## src/rtl/branch_pc_unit.sv

```systemverilog
// Program counter and branch sequencer.
// Fetch increment, conditional branch, jump-register and jump-and-link.
module branch_pc_unit #(
  parameter logic [31:0] PC_RESET = 32'h0000_0000,
  parameter int          OFFSET_W = 19
) (
  input  logic                clock,
  input  logic                reset,
  input  logic                fetch_inc,
  input  logic                start_br,
  input  logic                start_jr,
  input  logic                start_jal,
  input  logic [1:0]          br_type,
  input  logic [OFFSET_W-1:0] br_offset,
  input  logic [31:0]         ra_value,
  input  logic                con_in,
  output logic [31:0]         pc,
  output logic [1:0]          cond_sel,
  output logic                con_eval,
  output logic                link_we,
  output logic [31:0]         link_data,
  output logic                busy,
  output logic                done
);

  typedef enum logic [2:0] {
    S_IDLE,
    S_EVAL,
    S_SAMPLE,
    S_LINK,
    S_DONE
  } state_t;

  state_t      state;
  logic [31:0] off_q;
  logic [31:0] ra_q;
  logic [31:0] off_ext;

  assign off_ext = {{(32-OFFSET_W){br_offset[OFFSET_W-1]}}, br_offset};

  // Handshake outputs decode straight from the state register
  assign busy     = (state != S_IDLE);
  assign con_eval = (state == S_EVAL);
  assign link_we  = (state == S_LINK);
  assign done     = (state == S_DONE);

  always_ff @(posedge clock) begin
    if (reset) begin
      state     <= S_IDLE;
      pc        <= PC_RESET;
      cond_sel  <= 2'b00;
      link_data <= 32'd0;
      off_q     <= 32'd0;
      ra_q      <= 32'd0;
    end else begin
      unique case (state)
        S_IDLE: begin
          if (start_br) begin
            state    <= S_EVAL;
            cond_sel <= br_type;
            off_q    <= off_ext;
          end else if (start_jal) begin
            state     <= S_LINK;
            link_data <= pc;
            ra_q      <= ra_value;
          end else if (start_jr) begin
            state <= S_DONE;
            pc    <= ra_value;
          end else if (fetch_inc) begin
            pc <= pc + 32'd1;
          end
        end
        S_EVAL: begin
          state <= S_SAMPLE;
        end
        S_SAMPLE: begin
          if (con_in) pc <= pc + off_q;
          state <= S_DONE;
        end
        S_LINK: begin
          pc    <= ra_q;
          state <= S_DONE;
        end
        S_DONE: begin
          state <= S_IDLE;
        end
        default: begin
          state <= S_IDLE;
        end
      endcase
    end
  end

endmodule
```

## config.mk

```make
export PLATFORM = sky130hd
export DESIGN_NAME = branch_pc_unit
export DESIGN_NICKNAME = d
export VERILOG_FILES = /design/src/rtl/branch_pc_unit.sv
export SDC_FILE = /design/constraint.sdc
export NUM_CORES = 1
export LEC_CHECK = 0
export ABC_AREA = 1
export BUFFER_PORTS_ARGS = -buffer_cell sky130_fd_sc_hd__buf_2
export CORE_ASPECT_RATIO = 0.5
export CORE_MARGIN = 2
export CORE_UTILIZATION = 40
export CTS_BUF_LIST = sky130_fd_sc_hd__clkbuf_8
export CTS_CLUSTER_DIAMETER = 100
export CTS_CLUSTER_SIZE = 8
export DETAILED_ROUTE_END_ITERATION = 7
export GPL_ROUTABILITY_DRIVEN = 1
export PLACE_DENSITY = 0.69
export SETUP_SLACK_MARGIN = 0.1
export SYNTH_ARGS = -nofsm -noshare
export SYNTH_HDL_FRONTEND = slang
export SYNTH_SLANG_ARGS = --single-unit
```

## constraint.sdc

```tcl
create_clock -name clock -period 2.2 [get_ports clock]
set_input_delay 0.22 -clock clock [delete_from_list [all_inputs] [get_ports clock]]
set_output_delay 0.22 -clock clock [all_outputs]
set_load 0.005 [all_outputs]
```

# Yosys cells after proc, flatten, opt, wreduce, memory -nomap -nowiden
# Cells that the tools add are included.
[classes]
addsub = 2
eq_ne = 9
n_mux = 10
bitwise = 1
reduce_logical = 7
[ops]
columns = ["cell", "n"]
rows = [
  ["32-bit 2-to-1 mux", 5],
  ["32-bit case mux with 3 select lines", 1],
  ["32-bit by 1-bit adder with 32-bit output (second input constant)", 1],
  ["32-bit adder", 1],
  ["3-bit 2-to-1 mux", 3],
  ["3-bit case mux with 3 select lines", 1],
  ["3-bit by 2-bit == test with 1-bit output (second input constant)", 2],
  ["2-bit != test (second input constant)", 3],
  ["3-bit nonzero test", 2],
  ["5-bit AND reduction", 1],
  ["4-bit != test (second input constant)", 1],
  ["3-bit by 1-bit == test with 1-bit output (second input constant)", 1],
  ["3-bit == test (second input constant)", 1],
  ["3-bit logical NOT", 1],
  ["3-bit != test (second input constant)", 1],
  ["3-bit AND reduction", 1],
  ["2-bit AND reduction", 1],
  ["2-bit OR reduction", 1],
  ["1-bit NOT", 1],
]
[totals]
reg_bits = 120
out_inout_bits = 70

# Longest topological paths before layout
# Gate-level depths: netlist (run 1).
[depth]
depth_word = 6
mapped_depth = 14

# Least setup slack after synthesis (run 1)
# OpenSTA, ideal clock, no wires.
[synth_path]
path_type = "reg-to-reg"
from = "register pc[0]"
to = "register pc[16]"
setup_ns = 0.070
t_arrival_ns = 1.841
setup_slack_ns = 0.289
stages_incl_launch_ff = 15
n_path_buf = 0
path_cell_list = "dfxtp_1 -> ha_1 -> inv_1 -> fa_1 -> inv_1 -> nand3_1 -> nand3_1 -> nand2_1 -> nand2_1 -> inv_1 -> nor2_1 -> nor2_1 -> nand2_1 -> nand3_1 -> a21oi_1"
[synth_via]
elab_chain_len = 6
[synth_rtl]
columns = ["item", "line", "source"]
rows = [
  ["start: declaration", "17", "output logic [31:0] pc,"],
  ["start signal: assignment", "68", "pc <= ra_value;"],
  ["start signal: assignment", "70", "pc <= pc + 32'd1;"],
  ["start signal: assignment", "77", "if (con_in) pc <= pc + off_q;"],
  ["32-bit by 1-bit adder with 32-bit output", "70", ""],
  ["32-bit 2-to-1 mux", "69", "end else if (fetch_inc) begin"],
  ["32-bit 2-to-1 mux", "66", "end else if (start_jr) begin"],
  ["32-bit 2-to-1 mux", "62", "end else if (start_jal) begin"],
  ["32-bit 2-to-1 mux", "58", "if (start_br) begin"],
  ["32-bit case mux with 3 select lines *", "56", "unique case (state)"],
]
# Every way passes the cells marked *; elsewhere a longest branch is shown, timed or not. The select of a mux whose other input is x is not followed.
# A chain may end at the register's enable or synchronous reset.

# Worst setup path in the final report (run 1)
[layout_path]
from = "register pc[10]"
to = "register pc[13]"
# Same word-level chain as after synthesis.

==> results of run 1 <==
[per-stage QoR]
step,total power (W),util,hold slack [ns]
4_1_cts,0.00749,0.493,0.000664
6_report,0.00765,0.510,0.00903
2_1_floorplan,0.00417,-,0.289
5_1_grt,0.00808,0.510,0.00405
3_3_place_gp,0.00514,0.463,0.435
3_5_place_dp,0.00518,0.463,0.443
[layout make-up]
class | count | area [um^2]
Inverter | 189 | 716
Fill cell | 2124 | 9970
Clock buffer | 19 | 262
Multi-Input combinational cell | 1015 | 5280
Timing Repair Buffer | 192 | 1210
Antenna cell | 1 | 2.50
Clock inverter | 13 | 169
Sequential cell | 120 | 2420
Tap cell | 273 | 342
[cell usage in the layout (no fill, tap or decap), drive strengths merged, types with 8 or more instances in the layout]
cell type  Yosys  routed
a31oi         11      11
nand3        103     103
buf           22     188
o21ai        145     145
a21oi        126     126
nor2         173     173
clkbuf        29      20
dfxtp        120     120
nand3b        12      12
o21bai         8       8
inv          187     189
nand2        359     359
or2           11      11
ha            32      32
[report_power, final]
group | internal [W] | total, W | switching (W)
logic | 0.00107 | 0.00264 | 0.00157
registers | 0.00245 | 0.00278 | 0.000324
clock network | 0.00119 | 0.00224 | 0.00105
total | 0.00471 | 0.00765 | 0.00294
[cell families (layout without fill, tap and decap cells)]
family,after synthesis,in the layout,share of synthesized area
AO/OA/AOI/OAI,303,303,0.193
XOR/XNOR,10,10,0.0106
adder cells (fa/ha/maj),33,33,0.0509
buffers and inverters,240,413,0.115
flip-flops,120,120,0.291
other,0,1,0
AND/OR/NAND/NOR,669,669,0.340
[critical path, cell delays in order (launching register included)]
cell     delay, ns
dfxtp_1       0.34
ha_1          0.38
nand2_1       0.12
inv_1         0.05
nand2_1       0.10
inv_1         0.11
a21oi_1       0.18
nand2_2       0.15
or2_2         0.30
nand3_1       0.14
a21oi_1       0.10
[routing by layer]
metal / vias to the layer above / global-route usage / part of all wire
met5: - / 0 / 0
met2: 355 / 0.427 / 0.43
met1: 4391 / 0.410 / 0.48
met4: 0 / 0.0577 / 0.014
met3: 32 / 0.0495 / 0.079
li1: 4765 / - / -
[worst min path at each step]
stage | slack, ns | end | cells past startpoint | startpoint
4_1_cts | 0.0007 | ra_q[9] | 3 | ra_value[9]
6_report | 0.009 | ra_q[14] | 3 | ra_value[14]
3_5_place_dp | 0.44 | ra_q[21] | 2 | ra_q[21]
3_3_place_gp | 0.43 | ra_q[18] | 2 | ra_q[18]
2_1_floorplan | 0.29 | cond_sel[0] | 1 | reset
5_1_grt | 0.004 | ra_q[6] | 3 | ra_value[6]
[sequential cells by signal (all words and copies together), names as in the netlist]
signal and flops:
state 3, ra_q 32, pc 32, link_data 32, off_q 19, cond_sel 2
[repair_timing]
item | in CTS | in global routing
pin swaps | 0 | 8
endpoints found under the hold margin | 2 | 1
hold buffers | 2 | 1
setup buffers | 0 | 10
gates resized for setup | 20 | 62
endpoints found under the setup margin | 8 | 36
cloned | 0 | 1
==> impl_metrics.py, run 1 <==
metrics = {
    "route": {
        "ant_nets": 0,
        "first_pass_iters": 5,
        "drt_iter0_drc": 949,
        "viasPerCell": 5.24,
        "via_count": 9543,
        "wl_mm": 31.5,
        "drc_errors": 0,
        "wl_per_cell_um": 17.3,
    },
    "global_route": {
        "grt_pass1_wl_mm": 47.8,
        "overflow": 0,
        "grt_util_all_layers": 0.280,
        "antenna_found_initial": 0,
        "grt_max_degree": 86,
        "grt_pass1_vias": 8542,
    },
    "placement": {
        "place_area_mm2": 0.00943,
        "globalplace.congestion": 0.929,
        "io_buffers": 129,
        "hpwl_mm": 23.8,
        "place_ws_ns": -0.199,
        "place_inst": 1775,
    },
    "worst_setup_path": {
        "setup.worst_path.end": "pc[13]",
        "start_kind": "flip-flop",
        "critical_path_class": "reg2reg",
        "cp-startpoint": "pc[10]",
        "worstReg2RegEnd": "pc[13]",
        "arrival_ns": 2.43,
        "critical_path_required_ns": 2.55,
        "reg2regPathDepth": 10,
        "r2r_start": "pc[10]",
        "critPathCaptureType": "flip-flop",
        "reg2reg_slack_ns": 0.12,
        "crit_fanout": 5,
    },
    "sta": {
        "worst_pin_slew_ns": 0.660,
        "rsz0062_at_grt": "true",
        "fin_crit_ns": 2.08,
        "worst_slack_ns": 0.124,
        "maxSlewHeadroom": 0.560,
        "fin_crit_sh": 0.944,
        "fmax_ghz": 0.482,
        "skew_ns": 0.0181,
        "slew_viol_final": 0,
        "final_hold_viol_count": 0,
        "setup_viol": 0,
        "final.setup.tns_ns": 0,
    },
    "yosys": {
        "netlist-cell-type-count": 39,
        "yosysWarnings": 0,
        "synth-seq-cells": 120,
        "syn_nets": 1468,
        "synth_top_area_cell": "dfxtp_1",
        "syn_area_mm2": 0.00825,
        "synth_edf_count": 0,
        "synth_common_cells": "nand2_1, inv_1, nor2_1",
        "synthFlopType": "dfxtp_1",
        "syn_inst": 1375,
        "netlist.area_leader.share": 0.291,
        "netlist_top_cells_area": "dfxtp_1, nand2_1, inv_1, a21oi_1, nor2_1",
        "async_flop_share": 0,
        "synth_area_per_cell_um2": 6.00,
        "synth.most_common_cell": "nand2_1",
        "yosysSeqAreaShare": 0.291,
    },
    "hold_path": {
        "hp-class": "in2reg",
    },
    "clock_tree": {
        "insertion_delay_ns": 0.46,
        "cts_tree": "built",
        "cts_buffers": 17,
        "cts-root-buf": "clkbuf_8",
        "cts_buffer_depth": 2,
        "htree_levels": 4,
        "cts.sinks": 120,
        "cts.clk_slew.worst_paths_ns": 0.09,
    },
    "run": {
        "drv_cap": 0,
    },
    "cells_and_area": {
        "finalNonFillerCells": 1822,
        "fin_area_mm2": 0.0104,
        "nets": 1628,
        "synthToLayoutAreaGrowth_pct": 26.0,
        "drive_gt1_frac": 0.213,
    },
    "die": {
        "start_util": 0.405,
        "dieWidth_um": 207,
        "fp.coreArea_mm2": 0.0204,
        "fp.dieH_um": 106,
        "die-area_mm2": 0.0219,
        "pin_count": 130,
        "num_rows": 37,
    },
    "status": {
        "status": "completed",
    },
    "power": {
        "p_per_area_mw_per_mm2": 736,
        "p_leak_nw": 4.89,
        "ir_drop_v": 0.000419,
    },
}
Power figures use the tool's default switching activity.
==> run 2: changes to the inputs <==
==> constraint.sdc (replaced) <==
create_clock -name clock -period 2.05 [get_ports clock]
set_input_delay 0.205 -clock clock [delete_from_list [all_inputs] [get_ports clock]]
set_output_delay 0.205 -clock clock [all_outputs]
set_load 0.005 [all_outputs]
==> impl_metrics.py, run 2 (synthesis results as in run 1) <==
metrics = {
    "route": {
        "drc_errors": 0,
        "ant_nets": 0,
        "first_pass_iters": 6,
        "wl_per_cell_um": 17.2,
        "wl_mm": 32.2,
        "drt_iter0_drc": 785,
        "via_count": 9800,
        "viasPerCell": 5.22,
    },
    "clock_tree": {
        "cts-root-buf": "clkbuf_8",
        "cts_tree": "built",
        "htree_levels": 4,
        "cts_buffers": 17,
        "insertion_delay_ns": 0.47,
        "cts.sinks": 120,
        "cts_buffer_depth": 2,
        "cts.clk_slew.worst_paths_ns": 0.08,
    },
    "sta": {
        "slew_viol_final": 0,
        "fin_crit_ns": 1.97,
        "fin_crit_sh": 0.959,
        "maxSlewHeadroom": 0.679,
        "setup_viol": 0,
        "rsz0062_at_grt": "true",
        "final.setup.tns_ns": 0,
        "final_hold_viol_count": 0,
        "skew_ns": 0.0131,
        "fmax_ghz": 0.508,
        "worst_pin_slew_ns": 0.482,
    },
    "die": {
        "fp.dieH_um": 106,
        "pin_count": 130,
        "die-area_mm2": 0.0219,
        "start_util": 0.405,
        "num_rows": 37,
        "dieWidth_um": 207,
        "fp.coreArea_mm2": 0.0204,
    },
    "cells_and_area": {
        "synthToLayoutAreaGrowth_pct": 34.8,
        "nets": 1683,
        "num_antenna_cells": 0,
        "finish.utilization": 0.546,
        "fin_area_mm2": 0.0111,
        "final_common_cell": "nand2_1",
        "reg_top3": "link_data: 32 flops, pc: 32 flops, ra_q: 32 flops",
        "fillers": 2136,
        "drive_gt1_frac": 0.270,
        "mostFrequentLayoutCells": "nand2_1, inv_1, nor2_1",
        "finalNonFillerCells": 1876,
    },
    "worst_setup_path": {
        "arrival_ns": 2.31,
        "critical_path_class": "reg2reg",
        "start_kind": "flip-flop",
        "critical_path_required_ns": 2.40,
        "critPathCaptureType": "flip-flop",
        "crit_fanout": 8,
    },
    "hold_path": {
        "hp-class": "in2reg",
    },
    "global_route": {
        "grt_max_degree": 65,
        "grt_pass1_vias": 8940,
        "grt_pass1_wl_mm": 48.9,
        "grt_util_all_layers": 0.286,
        "overflow": 0,
        "antenna_found_initial": 0,
    },
    "placement": {
        "hpwl_mm": 24.2,
        "globalplace.congestion": 0.956,
        "place_inst": 1810,
        "io_buffers": 129,
        "place_area_mm2": 0.00970,
    },
    "power": {
        "ir_drop_v": 0.000492,
        "p_per_area_mw_per_mm2": 741,
        "p_leak_nw": 5.17,
    },
    "run": {
        "drv_cap": 0,
    },
    "status": {
        "status": "completed",
    },
}
-- run 2: changes by cell type in the layout (fill, tap and decap cells not counted), sizes merged --
cell / previous run / this run
clkinvlp: 5 / 6
diode: 1 / 0
dlygate4sd3: 3 / 26
clkinv: 5 / 6
bufinv: 3 / 1
clkbuf: 20 / 21
inv: 189 / 188
buf: 188 / 220
-- run 2: final timing paths --
| kind | from | endpoint | slack [ns] | cells past startpoint |
|---|---|---|---|---|
| worst min-delay path | ra_value[21] | ra_q[21] | 0.03 | 3 |
| worst max-delay path | off_q[18] | pc[19] | 0.08 | 11 |
| worst min register to register | ra_q[19] | ra_q[19] | 0.45 | 2 |
| worst max register to register | off_q[18] | pc[19] | 0.08 | 11 |
-- run 2: layout make-up --
type / instances / area (um^2) / share of cell area
clock buffer: 20 / 275 / 0.0248
clock inverter: 12 / 103 / 0.00923
inverter: 189 / 711 / 0.0639
multi-input combinational: 1015 / 5550 / 0.499
sequential: 120 / 2440 / 0.220
tap: 273 / 342 / 0.0307
timing repair buffer: 247 / 1700 / 0.153
-- run 2: metrics by stage --
step	hold slack, ns	worst slack [ns]	power [W]
after floorplan	0.274	0.139	0.00447
after global placement	0.435	-0.162	0.00564
after detailed placement	0.445	-0.149	0.00568
after CTS	0.00146	0.0928	0.00790
after global routing	0.0152	0.000316	0.00872
final	0.0266	0.0832	0.00824
-- run 2: routing by layer --
metal	share of wire	GRT usage	routed length [um]	vias up
met2	0.43	0.428	13800	340
met4	0.015	0.0724	486	0
met3	0.079	0.0760	2540	38
met1	0.48	0.406	15400	4549
met5	0	0	0	-
li1	-	-	-	4873
-- run 2: worst max-delay path: stages, from the launching register on --
cell and delay, ns:
dfxtp_4 0.37, buf_12 0.16, ha_4 0.31, nand2_4 0.07, nor2_4 0.12, inv_1 0.07, nor2_4 0.18, nand4_1 0.20
nand3_1 0.13, nand2_1 0.05, nand3_1 0.10, a21oi_1 0.08
-- run 2: where the power goes --
group / switching, W / total, W / internal [W]
Combinational: 0.00184 / 0.00320 / 0.00136
Sequential: 0.000284 / 0.00293 / 0.00264
Clock: 0.00107 / 0.00212 / 0.00104
Total: 0.00320 / 0.00824 / 0.00504
-- run 2: repair_timing --
action                                  CTS  global route
endpoints found under the setup margin   20            26
hold buffers                             26             0
pin swaps                                 2            26
buffers inserted                          0             7
hold endpoints to repair                 26             0
gates resized for setup                  31           139
gates cloned                              0             1
==> run 3: changes to the inputs <==
--- a/config.mk
+++ b/config.mk
@@ -5,10 +5,8 @@
 export SDC_FILE = /design/constraint.sdc
 export NUM_CORES = 1
 export LEC_CHECK = 0
-export ABC_AREA = 1
 export BUFFER_PORTS_ARGS = -buffer_cell sky130_fd_sc_hd__buf_2
 export CORE_ASPECT_RATIO = 0.5
-export CORE_MARGIN = 2
 export CORE_UTILIZATION = 40
 export CTS_BUF_LIST = sky130_fd_sc_hd__clkbuf_8
 export CTS_CLUSTER_DIAMETER = 100
==> impl_metrics.py, run 3 <==
metrics = {
    "status": {
        "status": "finished with violations",
        "violations": "negative setup slack",
    },
    "clock_tree": {
        "cts.sinks": 120,
        "cts_tree": "built",
        "cts_buffer_depth": 2,
        "cts-root-buf": "clkbuf_8",
        "insertion_delay_ns": 0.45,
        "cts_buffers": 17,
        "cts.clk_slew.worst_paths_ns": 0.08,
        "htree_levels": 4,
    },
    "power": {
        "p_leak_nw": 4.68,
        "p_per_area_mw_per_mm2": 648,
        "fin_total_pwr_w": 0.00705,
        "ir_drop_v": 0.000489,
    },
    "route": {
        "wl_met3_mm": 1.44,
        "via_count": 8582,
        "wl_per_cell_um": 16.8,
        "met1_length_mm": 11.6,
        "viasPerCell": 5.54,
        "top_layer_used": "met4",
        "ant_nets": 0,
        "wl_met2_mm": 12.5,
        "first_pass_iters": 6,
        "drc_errors": 0,
        "wl_mm": 26.0,
        "drt_iter0_drc": 585,
    },
    "hold_path": {
        "hp-class": "in2reg",
    },
    "sta": {
        "fmax_ghz": 0.374,
        "skew_ns": 0.00955,
        "worst_slack_ns": -0.623,
        "rsz0062_at_grt": "true",
        "fin_crit_sh": 1.30,
        "final_hold_viol_count": 0,
        "fin_crit_ns": 2.67,
        "slew_viol_final": 0,
        "maxSlewHeadroom": 0.535,
        "worst_pin_slew_ns": 0.694,
        "setup_viol": 24,
    },
    "die": {
        "pin_count": 130,
        "fp.coreArea_mm2": 0.0178,
        "dieWidth_um": 195,
        "start_util": 0.419,
        "num_rows": 34,
        "fp.dieH_um": 98.6,
        "die-area_mm2": 0.0192,
    },
    "cells_and_area": {
        "mostFrequentLayoutCells": "nand2_1, buf_4, a21oi_1",
        "drive_gt1_frac": 0.353,
        "reg_top3": "link_data: 32 flops, pc: 32 flops, ra_q: 32 flops",
        "num_antenna_cells": 0,
        "synthToLayoutAreaGrowth_pct": 45.8,
        "finalNonFillerCells": 1550,
        "fin_area_mm2": 0.0109,
        "final_common_cell": "nand2_1",
        "nets": 1396,
    },
    "yosys": {
        "synth_top_area_cell": "dfxtp_1",
        "synth_edf_count": 0,
        "synth-seq-cells": 120,
        "yosysWarnings": 0,
        "syn_inst": 990,
        "synth_common_cells": "nand2_1, a21oi_1, dfxtp_1",
        "netlist.area_leader.share": 0.322,
        "synth_area_per_cell_um2": 7.53,
        "async_flop_share": 0,
        "syn_nets": 1083,
        "synth.most_common_cell": "nand2_1",
        "yosysSeqAreaShare": 0.322,
        "synthFlopType": "dfxtp_1",
        "syn_area_mm2": 0.00746,
        "netlist-cell-type-count": 83,
        "netlist_top_cells_area": "dfxtp_1, nand2_1, a21oi_1, ha_1, o21ai_0",
    },
    "placement": {
        "place_inst": 1468,
        "place_area_mm2": 0.00970,
        "io_buffers": 129,
        "hpwl_mm": 18.7,
        "globalplace.congestion": 0.916,
    },
    "worst_setup_path": {
        "critPathCaptureType": "flip-flop",
        "start_kind": "flip-flop",
        "crit_fanout": 5,
        "critical_path_required_ns": 2.37,
        "arrival_ns": 3.00,
        "critical_path_class": "reg2reg",
    },
    "global_route": {
        "grt_util_all_layers": 0.271,
        "grt_max_degree": 64,
        "grt_pass1_wl_mm": 41.8,
        "grt_pass1_vias": 8534,
        "overflow": 0,
        "antenna_found_initial": 0,
    },
    "run": {
        "drv_cap": 0,
    },
}
## run 3: per-layer routing
| layer | up-vias | GRT usage |
|---|---|---|
| met5 | - | 0 |
| met4 | 0 | 0.0957 |
| met3 | 48 | 0.0404 |
| met2 | 286 | 0.467 |
| met1 | 4097 | 0.346 |
| li1 | 4151 | - |
## run 3: cells by family (layout without fill, tap and decap cells)
family                   after synthesis  in the layout  synth area share
AND/OR/NAND/NOR                      383            383             0.232
AO/OA/AOI/OAI                        318            318             0.276
flip-flops                           120            120             0.322
buffers and inverters                 84            410            0.0515
XOR/XNOR                              42             42            0.0493
adder cells (fa/ha/maj)               33             33            0.0564
multiplexers                          10             10            0.0136
## run 3: area by class of cell
class / instances / area, um^2
Tap cell: 234 / 293
Multi-Input combinational cell: 786 / 5110
Timing Repair Buffer: 361 / 2560
Fill cell: 1584 / 6910
Inverter: 17 / 63.8
Clock inverter: 13 / 154
Clock buffer: 19 / 262
Sequential cell: 120 / 2440
## run 3: per-stage QoR
step,util,hold slack (ns),TNS [ns],setup slack [ns]
final,0.612,0.0172,-7.98,-0.623
after global placement,0.545,0.438,-6.28,-0.558
after floorplan,-,0.331,-1.69,-0.311
after CTS,0.603,0.000103,-6.85,-0.571
after detailed placement,0.545,0.444,-7.35,-0.607
after global routing,0.612,0.00673,-10.49,-0.722
## run 3: worst max-delay path, cell delays in order (launching register included)
cell and delay (ns):
dfxtp_4 0.36, ha_4 0.16, inv_2 0.05, fa_2 0.22
nor2b_4 0.05, o31a_1 0.32, o211ai_2 0.22, a211oi_2 0.10
buf_4 0.17, o221a_4 0.27, buf_6 0.14, a221oi_2 0.25
xor2_1 0.17, o22ai_1 0.08
## run 3: power by group
group | switching [W] | internal [W]
Clock | 0.00106 | 0.00126
Combinational | 0.00117 | 0.000965
Sequential | 0.000115 | 0.00248
Total | 0.00235 | 0.00470
## run 3: path summary, 6_finish.rpt
check,cells after the start,end,from,slack [ns]
hold / removal,3,ra_q[25],ra_value[25],0.02
hold reg to reg,2,link_data[29],link_data[29],0.45
setup reg to reg,13,pc[28],pc[0],-0.62
setup / recovery,13,pc[28],pc[0],-0.62
## run 3: what timing repair did
item | in CTS | in global routing
gates cloned | 0 | 0
pin swaps | 25 | 27
endpoints found under the setup margin | 27 | 86
hold buffers | 36 | 0
buffers inserted | 9 | 6
gates resized for setup | 37 | 23
endpoints found under the hold margin | 36 | 0
